$ cat config.mk
export PLATFORM = sky130hd
export DESIGN_NAME = pc_unit
export DESIGN_NICKNAME = d
export VERILOG_FILES = /design/src/rtl/pc_unit.sv
export SDC_FILE = /design/constraint.sdc
export NUM_CORES = 1
export LEC_CHECK = 0
export CAP_MARGIN = 20
export CORE_MARGIN = 2
export CORE_UTILIZATION = 55
export DETAILED_ROUTE_END_ITERATION = 7
export DONT_BUFFER_PORTS = 1
export GPL_TIMING_DRIVEN = 0
export PLACE_DENSITY = 0.75
export SLEW_MARGIN = 0
export SYNTH_ARGS = -nofsm -noshare
export SYNTH_HDL_FRONTEND = slang
export SYNTH_SLANG_ARGS = --single-unit
$ cat constraint.sdc
create_clock -name clk -period 9 [get_ports clk]
set_input_delay 1.8 -clock clk [delete_from_list [all_inputs] [get_ports clk]]
set_output_delay 1.8 -clock clk [all_outputs]
set_load 0.02 [all_outputs]
$ cat src/rtl/pc_unit.sv
// Program counter unit: sequential fetch, branch redirect, stall and halt.
// pc, flush and halted are all registered. pc_plus4 is the only
// combinational output, and it depends on pc alone.
module pc_unit #(
  parameter logic [63:0] RESET_PC = 64'h0
) (
  input  logic        clk,
  input  logic        reset,       // synchronous, active-low
  input  logic        stall,
  input  logic        halt,
  input  logic        br_valid,
  input  logic        br_taken,
  input  logic        br_uncond,
  input  logic        br_reg,
  input  logic [63:0] br_pc,
  input  logic [25:0] br_imm26,
  input  logic [18:0] br_imm19,
  input  logic [63:0] reg_target,
  output logic [63:0] pc,
  output logic [63:0] pc_plus4,
  output logic        flush,
  output logic        halted
);

  typedef enum logic {
    RUN    = 1'b0,
    HALTED = 1'b1
  } state_e;

  state_e      state_q, state_d;
  logic [63:0] pc_q, pc_d;
  logic        flush_q, flush_d;

  logic        redirect;
  logic [63:0] offset;
  logic [63:0] target;

  // Branch target: sign-extended word offset from the branch address, or a register.
  always_comb begin
    redirect = br_valid & (br_uncond | br_taken);
    offset   = br_uncond ? {{38{br_imm26[25]}}, br_imm26}
                         : {{45{br_imm19[18]}}, br_imm19};
    target   = br_reg ? reg_target : br_pc + (offset << 2);
  end

  // Next state: redirect beats halt, halt beats stall, stall beats pc + 4.
  always_comb begin
    // NOTE: every signal written here gets a default first, so no path
    // through the case leaves a value unassigned and no latch is inferred.
    state_d = state_q;
    pc_d    = pc_q;
    flush_d = 1'b0;
    unique case (state_q)
      RUN: begin
        if (redirect) begin
          pc_d    = target;
          flush_d = 1'b1;
        end else if (halt) begin
          state_d = HALTED;
        end else if (!stall) begin
          pc_d = pc_q + 64'd4;
        end
      end
      HALTED: begin
        // Frozen until reset; every other input is ignored.
      end
      default: state_d = RUN;
    endcase
  end

  // State registers with synchronous active-low reset.
  always_ff @(posedge clk) begin
    // NOTE: registers use non-blocking assignments, so every flop samples
    // the values from before the edge no matter how the blocks are ordered.
    if (!reset) begin
      state_q <= RUN;
      pc_q    <= RESET_PC;
      flush_q <= 1'b0;
    end else begin
      state_q <= state_d;
      pc_q    <= pc_d;
      flush_q <= flush_d;
    end
  end

  assign pc       = pc_q;
  assign pc_plus4 = pc_q + 64'd4;
  assign flush    = flush_q;
  assign halted   = (state_q == HALTED);

endmodule

==> results.md <==
- Worst Hold Class: flip-flop to flip-flop
- Worst-Margin Slew: 984.5 ps
- Final Util: 0.5947
- Count of cell types in the netlist: 70
- Post-layout instance area: 9378 µm²
- Routed WL per cell: ~24 µm
- Number of global-route vias before repair: about 9000
- FMAX: about 150 MHz
- RSZ-0062 raised after global routing: no
- FP Rows: 46
- Core area: roughly 16000 µm²
- Clk sinks: between 60 and 70
- Hold Slack: just over 600 ps
- Clk_lat worst skew: 340 ps
- Synth async-reset ratio: 0
- Top delay family on crit path: compound AO/OA/AOI/OAI gates
- CP bufs+invs: 3
- CTS clk-pin slew, worst paths: about 60 ps
- Routed Antenna Nets: 0
- Max_cap viols: 0
- Hold buffer count at CTS: 0
- Post-Syn Nets: about 1500
- Final Hold Viols: 0
- Syn Inst Count: between 1000 and 1500
- Global-route wire length before repair: 52350 µm
- Crit-path cells: clkbuf_1 > buf_1 > mux2_2 > ha_1 > clkbuf_1 > nand2_1 > nor3_1 > a211oi_1 > o21ai_0 > a21oi_1 > o21ai_0 > a221oi_1 > o21ai_0 > nor4b_1 > a211oi_1
- Grt total ovfl: 0
- Die Span Y: around 130 µm
- Share of cells above drive strength 1: 0.04298
- Detailed placer's ending HPWL: 29060 µm
- Final Critical Period: 6634 ps
- Mapped Avg Cell Area: approximately 7 µm²
- Initial antenna violation count: 0
- Root Buffer: clkbuf_16
- GR Util All Layers: 0.4033
- CTS resizes: 0
- Tcrit/Tclk final: 0.7371
- CP Max Fanout: 10
- Routed WL: approximately 36000 µm
- H-Tree Depth: 3
- CTS Buffer Depth: 2
- Vias/cell: 6.831
- Peak supply drop: around 0.075 mV
- Area taken by multi-input logic gates: a little over 7000 µm²
- Ant diodes: 0
- Setup-failing EPs final: 0
- DR vias: 10380
- Launch point of the worst reg-to-reg path: pc[21]$_SDFFE_PN0P_
- Final Instance Count excl. Fillers: 1519
- CP endpoint kind: flip-flop
- Max-slew violations: 0
- CP Launch Type: input pin
- Die area: ~17000 µm²
- Clk_skew: roughly 7.0 ps
- Top FF cell, synth: dfxtp_1
- Die X-Extent: approximately 130 µm
- Max_slew headroom: 0.3436
- Filler cells: around 1600
- Critical Path Start: br_uncond
- Worst path max stage delay: ~610 ps
- Yosys warnings: 0
- Crit Path Category: input pin to flip-flop
- Hold_sp: pc[8]$_SDFFE_PN0P_
- Slowest cell on crit path: o21ai_0
- Critical Path RT: between 9000 and 10000 ps
- Area delta synth->final: 6.478%
- PwrDens: 142.1 nW/µm²
- Status: finished clean
- Nets: approximately 1500
- Final setup margin: between 2000 and 2500 ps
- Area of the mapped netlist: around 8800 µm²
- Setup Fix Bufs, Post-CTS: 0
- Number of enable flip-flop cells after synthesis: 0
- First-pass DRT Iterations: 7
- LEAKAGE: between 3 and 4 nW
- GPL Wtd Cong: 1.001
- Reg area: between 1000 and 1500 µm²
- Port bufs: 0
- CTS tree: yes
- I/O Pins: 311
- Pre-CTS WS: approximately 2200 ps
- Placed Cells: around 1500
- Initial Utilization: 0.5585
- Sum of negative setup slack: 0 ps
- Seq/Total Area, Yosys: 0.1500
- # DRC: 0
- Overall Power: 1.333 mW
- Crit path DAT: 6810 ps
- Yosys reg bits: 66
- Placed cell area: 9105 µm²
- CTS Buf Count: 9
- Largest net degree at the start of global routing: 28
- DR iter-0 viols: about 1400
- CP dominant cell by count: o21ai_0
-- final timing paths --
path	endpoint	slack [ps]	cells after the start
min	pc[8]$_SDFFE_PN0P_	620	2
max	pc[62]$_SDFFE_PN0P_	2370	15
min reg2reg	pc[8]$_SDFFE_PN0P_	620	2
max reg2reg	pc[50]$_SDFFE_PN0P_	4970	11
-- power breakdown --
group / internal [mW] / switching, mW / total (mW)
sequential: 0.316 / 0.0718 / 0.387
clock: 0.193 / 0.142 / 0.335
combinational: 0.202 / 0.408 / 0.611
total: 0.710 / 0.622 / 1.33
-- routing by layer --
layer | part of all wire | vias to the layer above | global-route usage
met5 | 0 | - | 0
met4 | 0.045 | 0 | 0.1615
met3 | 0.15 | 126 | 0.1376
met2 | 0.42 | 778 | 0.6094
met1 | 0.38 | 4719 | 0.5283
li1 | - | 4754 | -
-- cell usage after synthesis (3+ instances only) --
master | count | area, µm²
a2111o_1 | 3 | 33.78
a211o_1 | 4 | 35.03
a211oi_1 | 14 | 105.1
a21boi_0 | 16 | 120.1
a21o_1 | 32 | 240.2
a21oi_1 | 121 | 605.6
a22o_1 | 4 | 35.03
a22oi_1 | 11 | 82.58
a31oi_1 | 30 | 187.7
and2_1 | 4 | 25.02
and3_1 | 12 | 75.07
and4_1 | 5 | 43.79
buf_1 | 9 | 33.78
clkbuf_1 | 79 | 296.5
dfxtp_1 | 66 | 1321
ha_1 | 62 | 775.7
inv_1 | 25 | 93.84
mux2_2 | 18 | 202.7
mux2i_1 | 10 | 100.1
nand2_1 | 155 | 581.8
nand2b_1 | 7 | 43.79
nand3_1 | 49 | 245.2
nand4_1 | 38 | 237.7
nor2_1 | 105 | 394.1
nor2b_1 | 13 | 81.33
nor3_1 | 24 | 120.1
nor4_1 | 12 | 75.07
o211a_1 | 4 | 40.04
o211ai_1 | 25 | 187.7
o21a_1 | 12 | 90.09
o21ai_0 | 116 | 580.6
o21bai_1 | 10 | 75.07
o221ai_1 | 14 | 122.6
o22ai_1 | 6 | 37.54
o31ai_1 | 5 | 37.54
or2_2 | 7 | 43.79
or3_1 | 5 | 31.28
xnor2_1 | 62 | 543.0
xor2_1 | 48 | 420.4
-- area by class of cell --
cell class	count	area share
Timing Repair Buffer	1	0.002935
Tap cell	216	0.02882
Inverter	26	0.01041
Sequential cell	66	0.1409
Buffer	91	0.03736
Clock inverter	5	0.003202
Clock buffer	11	0.02588
Multi-Input combinational cell	1103	0.7505
-- flip-flops by register name (all words and copies together), names as in the netlist --
signal,flops
flush,1
pc,64
halted,1
-- tightest hold or removal path, delay by kind of cell (launching register included) --
kind / cells / cell delay, ps
DFF: 1 / 410
and+or+nand+nor: 1 / 90
AOI/OAI and AO/OA: 1 / 70
-- cells by family after synthesis --
group / Yosys count / synth area share
flip-flops: 66 / 0.1500
AO/OA/AOI/OAI: 452 / 0.3232
buffers and inverters: 117 / 0.05086
adder cells (fa/ha/maj): 63 / 0.09035
AND/OR/NAND/NOR: 450 / 0.2418
multiplexers: 28 / 0.03438
XOR/XNOR: 110 / 0.1094
-- cells in the final DEF, fill, tap and decap left out, types with 5 or more instances in the layout --
cell	instances
o211ai_1	25
clkbuf_16	9
o221ai_1	14
nor2b_1	13
and3_1	12
or2_2	7
nand2_1	155
nor3_1	24
clkbuf_1	80
a22oi_1	11
o21bai_1	10
nand4_1	38
xnor2_1	62
o21ai_0	116
inv_1	25
o22ai_1	6
o21a_1	12
a211oi_1	14
mux2_2	18
nand3_1	49
ha_1	62
nor2_1	105
a21o_1	32
xor2_1	48
and4_1	5
nor4_1	12
mux2i_1	10
buf_1	9
or3_1	5
o31ai_1	5
dfxtp_1	66
nand2b_1	7
a31oi_1	30
a21oi_1	121
a21boi_0	16
(Power assumes the default switching activity.)
